File: src/rtl/muldiv_pkg.sv
// Shared definitions for the multiply/divide unit: op encodings, FSM states, default width.
package muldiv_pkg;

  localparam int WIDTH = 32;

  localparam logic [2:0] OP_MULT  = 3'b000;
  localparam logic [2:0] OP_MULTU = 3'b001;
  localparam logic [2:0] OP_DIV   = 3'b010;
  localparam logic [2:0] OP_DIVU  = 3'b011;
  localparam logic [2:0] OP_MTHI  = 3'b100;
  localparam logic [2:0] OP_MTLO  = 3'b101;

  typedef enum logic [1:0] {
    S_IDLE = 2'd0,
    S_RUN  = 2'd1,
    S_FIN  = 2'd2
  } state_t;

endpackage

File: src/rtl/muldiv_if.sv
// Request/response bundle between the EX stage and the multiply/divide unit.
interface muldiv_if #(
  parameter int WIDTH = muldiv_pkg::WIDTH
);
  // start is a one-shot request taken only when busy=0 (no ready/queueing);
  // done pulses for one cycle when hi/lo have just been updated.
  logic             start;
  logic [2:0]       op;
  logic [WIDTH-1:0] a;
  logic [WIDTH-1:0] b;
  logic             busy;
  logic             done;
  logic             div_zero;
  logic [WIDTH-1:0] hi;
  logic [WIDTH-1:0] lo;

  modport master (output start, op, a, b, input busy, done, div_zero, hi, lo);
  modport slave  (input start, op, a, b, output busy, done, div_zero, hi, lo);
endinterface

File: src/rtl/muldiv_core.sv
// One radix-2 step on the {upper, lower} accumulator: shift-add multiply or restoring divide.
module muldiv_core #(
  parameter int WIDTH = 32
) (
  input  logic               is_div,
  input  logic [2*WIDTH-1:0] acc,
  input  logic [WIDTH-1:0]   opnd,
  output logic [2*WIDTH-1:0] acc_nxt
);
  logic [WIDTH:0] sum;
  logic [WIDTH:0] shifted;
  logic [WIDTH:0] diff;

  always_comb begin
    sum     = {1'b0, acc[2*WIDTH-1:WIDTH]} + (acc[0] ? {1'b0, opnd} : '0);
    shifted = {acc[2*WIDTH-1:WIDTH], acc[WIDTH-1]};
    diff    = shifted - {1'b0, opnd};
    if (is_div) begin
      // a borrow out of diff means the partial remainder is smaller than the divisor
      acc_nxt = diff[WIDTH] ? {shifted[WIDTH-1:0], acc[WIDTH-2:0], 1'b0}
                            : {diff[WIDTH-1:0], acc[WIDTH-2:0], 1'b1};
    end else begin
      acc_nxt = {sum, acc[WIDTH-1:1]};
    end
  end
endmodule

File: src/rtl/muldiv_unit.sv
// MIPS HI/LO multiply/divide unit: FSM, sign handling and atomic HI/LO update.
// Define MULDIV_FAST_MULT_EN for a single-cycle combinational MULT/MULTU.
module muldiv_unit
  import muldiv_pkg::*;
#(
  parameter int WIDTH = muldiv_pkg::WIDTH
) (
  input  logic    clk,
  input  logic    reset,
  muldiv_if.slave bus,
  output state_t  dbg_state
);
  localparam int CNT_W = $clog2(WIDTH) + 1;
  localparam int W2    = 2 * WIDTH;
`ifdef MULDIV_FAST_MULT_EN
  localparam bit FAST_MUL = 1'b1;
`else
  localparam bit FAST_MUL = 1'b0;
`endif

  state_t           state, state_n;
  logic [2:0]       op_q;
  logic [W2-1:0]    acc, acc_step, init_mul, prod_fix;
  logic [WIDTH-1:0] opnd, a_mag, b_mag, quo_fix, rem_fix, hi_q, lo_q;
  logic [CNT_W-1:0] cnt;
  logic             neg_q, rneg_q, dz_q, done_q, dz_pulse_q;
  logic             accept, is_mul, is_div, is_mt, sgn, a_neg, b_neg, b_zero;

  always_comb begin
    is_mul = (bus.op[2:1] == 2'b00);
    is_div = (bus.op[2:1] == 2'b01);
    is_mt  = (bus.op == OP_MTHI) || (bus.op == OP_MTLO);
    sgn    = ~bus.op[2] & ~bus.op[0];
    a_neg  = sgn & bus.a[WIDTH-1];
    b_neg  = sgn & bus.b[WIDTH-1];
    a_mag  = a_neg ? -bus.a : bus.a;
    b_mag  = b_neg ? -bus.b : bus.b;
    b_zero = (bus.b == '0);
    accept = bus.start && (state == S_IDLE) && (is_mul || is_div || is_mt);
`ifdef MULDIV_FAST_MULT_EN
    init_mul = W2'(a_mag) * W2'(b_mag);
`else
    init_mul = {{WIDTH{1'b0}}, b_mag};
`endif
    prod_fix = neg_q  ? -acc : acc;
    quo_fix  = neg_q  ? -acc[WIDTH-1:0] : acc[WIDTH-1:0];
    rem_fix  = rneg_q ? -acc[W2-1:WIDTH] : acc[W2-1:WIDTH];
  end

  always_comb begin
    state_n = state;
    case (state)
      S_IDLE: if (accept) begin
        state_n = (is_mt || (is_div && b_zero) || (is_mul && FAST_MUL)) ? S_FIN : S_RUN;
      end
      S_RUN:   if (cnt == CNT_W'(WIDTH - 1)) state_n = S_FIN;
      S_FIN:   state_n = S_IDLE;
      default: state_n = S_IDLE;
    endcase
  end

  muldiv_core #(.WIDTH(WIDTH)) u_core (
    .is_div  (op_q[1]),
    .acc     (acc),
    .opnd    (opnd),
    .acc_nxt (acc_step)
  );

  always_ff @(posedge clk) begin
    if (reset) begin
      state      <= S_IDLE;
      op_q       <= '0;
      acc        <= '0;
      opnd       <= '0;
      cnt        <= '0;
      neg_q      <= 1'b0;
      rneg_q     <= 1'b0;
      dz_q       <= 1'b0;
      hi_q       <= '0;
      lo_q       <= '0;
      done_q     <= 1'b0;
      dz_pulse_q <= 1'b0;
    end else begin
      state      <= state_n;
      done_q     <= 1'b0;
      dz_pulse_q <= 1'b0;
      case (state)
        S_IDLE: if (accept) begin
          op_q   <= bus.op;
          cnt    <= '0;
          neg_q  <= a_neg ^ b_neg;
          rneg_q <= a_neg;
          dz_q   <= is_div & b_zero;
          opnd   <= is_mul ? a_mag : b_mag;
          acc    <= is_mt ? {{WIDTH{1'b0}}, bus.a} : (is_mul ? init_mul : {{WIDTH{1'b0}}, a_mag});
        end
        S_RUN: begin
          acc <= acc_step;
          cnt <= cnt + 1'b1;
        end
        S_FIN: begin
          done_q     <= 1'b1;
          dz_pulse_q <= dz_q;
          // HI/LO only ever change here, so readers never see half a result
          if (!dz_q) begin
            case (op_q)
              OP_MULT, OP_MULTU: {hi_q, lo_q} <= prod_fix;
              OP_DIV, OP_DIVU: begin
                lo_q <= quo_fix;
                hi_q <= rem_fix;
              end
              OP_MTHI: hi_q <= acc[WIDTH-1:0];
              OP_MTLO: lo_q <= acc[WIDTH-1:0];
              default: ;
            endcase
          end
        end
        default: ;
      endcase
    end
  end

  assign bus.busy     = (state != S_IDLE);
  assign bus.done     = done_q;
  assign bus.div_zero = dz_pulse_q;
  assign bus.hi       = hi_q;
  assign bus.lo       = lo_q;
  assign dbg_state    = state;
endmodule

File: src/flat_wrapper.sv
// flat-port wrapper written by rule: the top's interface ports become plain ports
module muldiv_unit_flat import muldiv_pkg::*;
#(
  parameter int WIDTH = muldiv_pkg::WIDTH
)
  (clk, reset, dbg_state, bus_start, bus_op, bus_a, bus_b, bus_busy, bus_done, bus_div_zero, bus_hi, bus_lo);
  muldiv_if #(.WIDTH(WIDTH)) bus_i ();
  input  logic clk;
  input  logic reset;
  output state_t dbg_state;
  input wire logic [$bits(bus_i.start)-1:0] bus_start;
  input wire logic [$bits(bus_i.op)-1:0] bus_op;
  input wire logic [$bits(bus_i.a)-1:0] bus_a;
  input wire logic [$bits(bus_i.b)-1:0] bus_b;
  output wire logic [$bits(bus_i.busy)-1:0] bus_busy;
  output wire logic [$bits(bus_i.done)-1:0] bus_done;
  output wire logic [$bits(bus_i.div_zero)-1:0] bus_div_zero;
  output wire logic [$bits(bus_i.hi)-1:0] bus_hi;
  output wire logic [$bits(bus_i.lo)-1:0] bus_lo;
  assign bus_i.start = bus_start;
  assign bus_i.op = bus_op;
  assign bus_i.a = bus_a;
  assign bus_i.b = bus_b;
  assign bus_busy = bus_i.busy;
  assign bus_done = bus_i.done;
  assign bus_div_zero = bus_i.div_zero;
  assign bus_hi = bus_i.hi;
  assign bus_lo = bus_i.lo;
  muldiv_unit #(.WIDTH(WIDTH)) u_core (.clk(clk), .reset(reset), .bus(bus_i), .dbg_state(dbg_state));
endmodule
File: config.mk
export PLATFORM = sky130hd
export DESIGN_NAME = muldiv_unit_flat
export DESIGN_NICKNAME = d
export VERILOG_FILES = /design/src/rtl/muldiv_pkg.sv /design/src/rtl/muldiv_if.sv /design/src/rtl/muldiv_core.sv /design/src/rtl/muldiv_unit.sv /design/src/flat_wrapper.sv
export SDC_FILE = /design/constraint.sdc
export NUM_CORES = 1
export LEC_CHECK = 0
export BUFFER_PORTS_ARGS = -buffer_cell sky130_fd_sc_hd__buf_2
export CAP_MARGIN = 15
export CORE_MARGIN = 1
export CORE_UTILIZATION = 25
export CTS_BUF_LIST = sky130_fd_sc_hd__clkbuf_8
export CTS_CLUSTER_DIAMETER = 60
export DETAILED_ROUTE_END_ITERATION = 10
export GPL_TIMING_DRIVEN = 0
export PLACE_DENSITY_LB_ADDON = 0.12
export SYNTH_ARGS = -nofsm -noshare
export SYNTH_HDL_FRONTEND = slang
export SYNTH_SLANG_ARGS = --single-unit
File: constraint.sdc
create_clock -name clk -period 6.15 [get_ports clk]
set_input_delay 0.3075 -clock clk [delete_from_list [all_inputs] [get_ports clk]]
set_output_delay 0.3075 -clock clk [all_outputs]
set_load 0.02 [all_outputs]
==> results of run 1 <==
==> final cells by class <==
cell class | instances | area (um^2) | share of cell area, %
clock buffer | 17 | 234 | 1.35
multi-input combinational | 1724 | 10900 | 62.9
sequential | 176 | 3520 | 20.3
buffer | 164 | 637 | 3.67
clock inverter | 14 | 148 | 0.851
antenna | 2 | 5.00 | 0.0288
inverter | 64 | 240 | 1.38
tap | 782 | 978 | 5.64
timing repair buffer | 136 | 681 | 3.92
==> power groups by stage <==
stage	Clock (mW)	Combinational, mW	Sequential (mW)
global route	0.924	1.65	1.35
CTS	0.887	1.51	1.34
floorplan	0	0.938	1.36
global placement	0	1.50	1.37
detailed placement	0	1.51	1.37
finish	0.868	1.53	1.34
==> path summary, 6_finish.rpt <==
path	to	slack, ns	cells after the start
worst max-delay path	u_core.bus.hi[6]$_SDFFE_PP0P_	1.04	14
worst min register to register	u_core.opnd[3]$_SDFFE_PP0P_	0.46	2
worst min-delay path	u_core.opnd[0]$_SDFFE_PP0P_	0.07	3
worst max register to register	u_core.bus.hi[6]$_SDFFE_PP0P_	1.04	14
==> per-layer routing <==
| layer | up-vias | wire (um) | GRT usage [%] |
|---|---|---|---|
| met4 | 0 | 1920 | 7.23 |
| met3 | 86 | 3360 | 2.63 |
| li1 | 7950 | - | - |
| met2 | 517 | 32800 | 36.4 |
| met1 | 8195 | 35300 | 32.9 |
| met5 | - | 0 | 0 |
==> cell usage in the layout, fill, tap and decap left out, types with 20 or more instances in the layout <==
master / instances
ha_1: 69
nand2b_1: 26
buf_2: 150
xnor2_1: 96
a22oi_1: 26
nand3_1: 32
a21o_1: 28
o21ai_0: 147
inv_1: 64
or3_1: 31
dfxtp_1: 176
a31oi_1: 21
nor2_1: 270
xor2_1: 73
clkbuf_1: 139
a221oi_1: 20
o31ai_1: 20
a21oi_1: 202
o211ai_1: 22
mux2i_1: 77
a211oi_1: 64
nand2_1: 209
nor3_1: 55
==> kinds of logic (layout without fill, tap and decap cells) <==
| kind of cell | after synthesis | count (layout) | synth area share [%] |
|---|---|---|---|
| buffers and inverters | 228 | 395 | 5.73 |
| AOI/OAI and AO/OA | 647 | 647 | 26.7 |
| other | 0 | 2 | 0 |
| muxes | 90 | 90 | 5.99 |
| adders and majority gates | 71 | 71 | 5.90 |
| DFF | 176 | 176 | 23.0 |
| and+or+nand+nor | 747 | 747 | 23.0 |
| xor gates and xnor gates | 169 | 169 | 9.67 |
==> flip-flops by register name (all words and copies together) (netlist names) <==
name / count
u_core.bus.lo: 32
u_core.acc: 64
u_core.op_q: 3
u_core.dz_q: 1
u_core.neg_q: 1
u_core.opnd: 32
u_core.dbg_state: 2
u_core.bus.done: 1
u_core.bus.div_zero: 1
u_core.rneg_q: 1
u_core.bus.hi: 32
u_core.cnt: 6
==> worst max-delay path, cell delays in order, from the launching register on <==
cell and delay, ns:
dfxtp_1 0.32, clkbuf_1 0.30, inv_1 0.37, clkbuf_1 0.62, ha_1 0.36, nand4bb_1 0.21, or3_1 0.43, nor2_1 0.51
nand2_1 0.16, buf_2 0.25, nor2_1 0.16, mux2i_1 0.20, nor2_1 0.05, a2111oi_0 0.90, nor3_1 0.09
==> stage by stage <==
step,instances,hold slack (ns)
finish,3079,0.0670
floorplan,2128,0.432
detailed placement,3046,0.447
global placement,3046,0.445
global route,3078,0.0669
CTS,3077,0.0279
==> run_results.csv, run 1 <==
group,metric,value,unit
critical_path,crit_path_end_kind,"register",
hold_path,min-delay-start,"bus_a[0]",
global_route,antenna_found_initial,2,
status,outcome,"finished, final reports clean",
layout,final_core_util,28.7,%
synthesis,synth_area_leaders,"dfxtp_1 23%, nor2_1 6.6%, a21oi_1 6.6%",
timing,hold_viol,0,
layout,drive_above_1_share,9.67,%
synthesis,ys_ff_latch,176,
global_route,overflow,0,
timing,fin_ws,1.04,ns
power_and_ir_drop,total_power,3.74,mW
layout,area_delta_synth_final,13.4,%
clock_tree,cts_root_buf,"clkbuf_8",
floorplan,io_pins,139,
clock_tree,cts_resized,0,
timing,max_freq,0.196,GHz
clock_tree,cts_sinks,176,
floorplan,coreArea,60500,um^2
power_and_ir_drop,vdd_drop_max,0.000153,V
synthesis,ys_async_sr_fraction,0,%
route,via_per_inst,5.44,
timing,relSlewSlack,26.3,%
floorplan,fp.dieH,249,um
layout,fin_area,17400,um^2
route,drt_iter0_markers,1552,
critical_path,crit_required,6.61,ns
global_route,grt_pass1_wl,107000,um
critical_path,rr_startpoint,"u_core.acc[0]$_SDFFE_PP0P_",
timing,slew_violations,0,
power_and_ir_drop,p_comb_share,40.9,%
synthesis,synthCells,2128,
synthesis,yosysTopAreaCell,"dfxtp_1",
synthesis,ys_seq_area_share,23.0,%
power_and_ir_drop,p_int,2.03,mW
critical_path,worstSetupStartpoint,"u_core.acc[0]$_SDFFE_PP0P_",
hold_path,min_path_type,"input pin to register",
route,firstDrtPassIters,6,
placed_design,postPlaceCellArea,17000,um^2
synthesis,avgSynthCellArea,7.19,um^2
critical_path,arrival,5.57,ns
timing,timing.setup.tns,0,ns
floorplan,die_area,62200,um^2
synthesis,yosys.cell_count.top_type,"nor2_1",
clock_tree,postCtsHoldBufs,0,
critical_path,critical_path_class,"register to register",
synthesis,ys_warn_count,0,
timing,setup_viol,0,
placed_design,dp_slack,1.19,ns
power_and_ir_drop,leakagePower,6.72,nW
clock_tree,path_clk_slew,0.13,ns
clock_tree,htreeDepth,4,
clock_tree,tritoncts,"done",
placed_design,gp_congestion,0.921,
run,drv_cap,0,
global_route,grt_pass1_vias,15900,
global_route,track_usage,23.2,%
synthesis,synth.net_count,2269,
critical_path,startpoint_type,"register",
power_and_ir_drop,seq_power_share,35.9,%
route,wl_per_cell,23.8,um
layout,fin_nets,2424,
synthesis,netlist_area,15300,um^2
layout,fillers,6707,
power_and_ir_drop,power_frac_clock,23.2,%
route,vias,16700,
synthesis,ys_types,75,
route,drtAntennaViolNets,0,
placed_design,dp_hpwl,58800,um
synthesis,ys.flop_type,"dfxtp_1",
clock_tree,insertion_delay,0.60,ns
timing,min_period,5.11,ns
power_and_ir_drop,switching_share,45.9,%
clock_tree,cts_inserted_buffers,17,
clock_tree,post_cts_buffers,0,
placed_design,io_buffers,136,
critical_path,critPathMaxFanout,10,
timing,worst_pin_slew,1.10,ns
power_and_ir_drop,p_per_area,216,nW/um^2
power_and_ir_drop,p_switching,1.72,mW
synthesis,synth_top_area_share,23.0,%
global_route,grt_max_degree,19,
timing,rsz0062_at_grt,"no",
route,drc_errors,0,
synthesis,synth.cells.most_frequent,"270 x nor2_1, 209 x nand2_1, 202 x a21oi_1",
clock_tree,clockBufferDepth,2,
floorplan,row_count,90,
floorplan,fp.dieW,249,um
route,wirelength,73400,um
timing,fin_crit_sh,83.0,%
timing,skew,0.0303,ns
synthesis,synth_edf_count,0,
floorplan,start_util,25.3,%
No activity file was read; power rests on OpenSTA's default activity.
==> run 2, diff against run 1 <==
clock period = 4.7 ns   (was 6.15 ns; I/O delays follow)
==> run 2 against run 1 <==
Net effect: utilization increased by 0.11 points; power increased by 31%; sequential power up 31%; clock power is 30% higher; die area did not move; sequential share of layout area decreased by 0.069 points; cell area is 0.38% higher; setup slack worse by 0.77 ns; non-clock buffer count grew 3; cell count about the same; clock skew is essentially flat; fmax up 15%; critical path type unchanged.
==> run_results.csv, run 2 (synthesized netlist as in run 1, its figures left out) <==
group,metric,value,unit
global_route,track_usage,23.2,%
clock_tree,insertion_delay,0.59,ns
floorplan,row_count,90,
placed_design,postPlaceCellArea,17000,um^2
power_and_ir_drop,switching_share,45.8,%
clock_tree,path_clk_slew,0.13,ns
global_route,grt_pass1_vias,15900,
floorplan,coreArea,60500,um^2
placed_design,place_inst,3046,
timing,slew_violations,0,
timing,fin_ws,0.270,ns
power_and_ir_drop,leakagePower,6.75,nW
clock_tree,tritoncts,"done",
critical_path,critPathMaxFanout,10,
layout,fin_area,17400,um^2
timing,hold_ws,0.0902,ns
layout,multi_input_area,10900,um^2
route,drtAntennaViolNets,0,
floorplan,die_area,62200,um^2
timing,relSlewSlack,27.2,%
route,via_per_inst,5.45,
timing,hold_viol,0,
timing,max_freq,0.226,GHz
global_route,overflow,0,
hold_path,min-delay-start,"bus_a[29]",
route,vias,16800,
timing,setup_viol,0,
layout,final_cell_mix,"270 x nor2_1, 209 x nand2_1, 202 x a21oi_1",
clock_tree,cts_root_buf,"clkbuf_8",
power_and_ir_drop,p_comb_share,41.0,%
timing,fin_crit_sh,94.3,%
clock_tree,clockBufferDepth,2,
layout,area_delta_synth_final,13.8,%
layout,largest-register,"u_core.acc",
critical_path,crit_required,5.16,ns
run,drv_cap,0,
status,outcome,"finished, final reports clean",
route,firstDrtPassIters,8,
critical_path,worstSetupStartpoint,"u_core.acc[0]$_SDFFE_PP0P_",
layout,drive_above_1_share,9.92,%
layout,fin_nets,2427,
clock_tree,htreeDepth,4,
floorplan,start_util,25.3,%
floorplan,fp.dieW,249,um
placed_design,gp_congestion,0.921,
clock_tree,cts_inserted_buffers,17,
route,drt_iter0_markers,1570,
route,wl_per_cell,23.8,um
critical_path,crit_path_end_kind,"register",
timing,worst_pin_slew,1.08,ns
floorplan,fp.dieH,249,um
power_and_ir_drop,p_switching,2.25,mW
global_route,antenna_found_initial,2,
critical_path,path_cells,"inv_1 -> clkbuf_1 -> nor2_1 -> ha_1 -> a21oi_1 -> o21ai_0 -> a2111oi_1 -> nor2_1 -> a311oi_1 -> o21ai_0 -> nand2_1 -> mux2i_1 -> a2111o_1",
layout,fin_cells,3082,
critical_path,cpPeakStageDelay,0.58,ns
layout,largest_reg_flops,64,
power_and_ir_drop,vdd_drop_max,0.000200,V
power_and_ir_drop,power_frac_clock,23.1,%
clock_tree,cts_sinks,176,
placed_design,io_buffers,136,
critical_path,rr_startpoint,"u_core.acc[0]$_SDFFE_PP0P_",
hold_path,min_path_type,"input pin to register",
route,drc_errors,0,
layout,final_core_util,28.8,%
timing,timing.setup.tns,0,ns
critical_path,critical_path_class,"register to register",
timing,skew,0.0307,ns
placed_design,dp_slack,-0.257,ns
floorplan,io_pins,139,
route,wirelength,73400,um
layout,fillers,6694,
power_and_ir_drop,p_int,2.66,mW
layout,ff_latch_area,3520,um^2
global_route,grt_pass1_wl,108000,um
global_route,grt_max_degree,19,
placed_design,dp_hpwl,58800,um
critical_path,arrival,4.89,ns
power_and_ir_drop,total_power,4.91,mW
power_and_ir_drop,seq_power_share,35.9,%
layout,layout_commonest_cell,"nor2_1",
timing,min_period,4.43,ns
power_and_ir_drop,p_per_area,282,nW/um^2
critical_path,startpoint_type,"register",
critical_path,critPathSlowestCell,"a2111oi_1",
==> run 2: cell types whose count changed in the layout (fill, tap and decap cells not counted), sizes merged <==
| cell | change |
|---|---|
| clkbuf | +1 |
| dlygate4sd3 | +2 |
==> run 2: area by class of cell <==
class / count / area share (%)
Buffer: 163 / 3.67
Inverter: 64 / 1.38
Tap cell: 782 / 5.62
Multi-Input combinational cell: 1724 / 62.8
Clock buffer: 17 / 1.34
Clock inverter: 14 / 0.848
Sequential cell: 176 / 20.2
Timing Repair Buffer: 140 / 4.11
Antenna cell: 2 / 0.0287
==> run 2: repair_timing <==
action / CTS / global route
hold buffers: 2 / 0
endpoints found under the hold margin: 1 / 0
endpoints found under the setup margin: 19 / 30
setup buffers: 0 / 2
gates resized for setup: 4 / 6
==> run 2: worst paths after layout <==
path                                        to  slack (ns)  cells after the start
setup reg to reg   u_core.acc[56]$_SDFFE_PP0P_        0.27                     13
setup / recovery   u_core.acc[56]$_SDFFE_PP0P_        0.27                     13
hold reg to reg   u_core.opnd[26]$_SDFFE_PP0P_        0.46                      2
hold / removal     u_core.acc[29]$_SDFFE_PP0P_        0.09                      3
==> run 2: power by group through the flow <==
stage | Combinational (mW) | Clock [mW] | Sequential (mW)
floorplan | 1.23 | 0 | 1.78
finish | 2.01 | 1.13 | 1.76
global route | 2.17 | 1.21 | 1.78
global placement | 1.97 | 0 | 1.79
detailed placement | 1.97 | 0 | 1.79
CTS | 1.98 | 1.16 | 1.76
==> run 2: critical path: cells and delay by family, from the launching register on <==
kind | cells | cell delay [ns]
flip-flops | 1 | 0.43
AO/OA/AOI/OAI | 6 | 2.10
AND/OR/NAND/NOR | 3 | 0.51
multiplexers | 1 | 0.08
adder cells (fa/ha/maj) | 1 | 0.35
buffers and inverters | 2 | 0.81
==> run 2: per-layer routing <==
metal | wire, um | vias up | part of all wire, % | GRT usage, %
met5 | 0 | - | 0 | 0
met4 | 1900 | 0 | 2.6 | 7.21
met3 | 3620 | 76 | 4.9 | 2.64
met2 | 32700 | 543 | 45 | 36.5
met1 | 35100 | 8225 | 48 | 33.0
li1 | - | 7960 | - | -
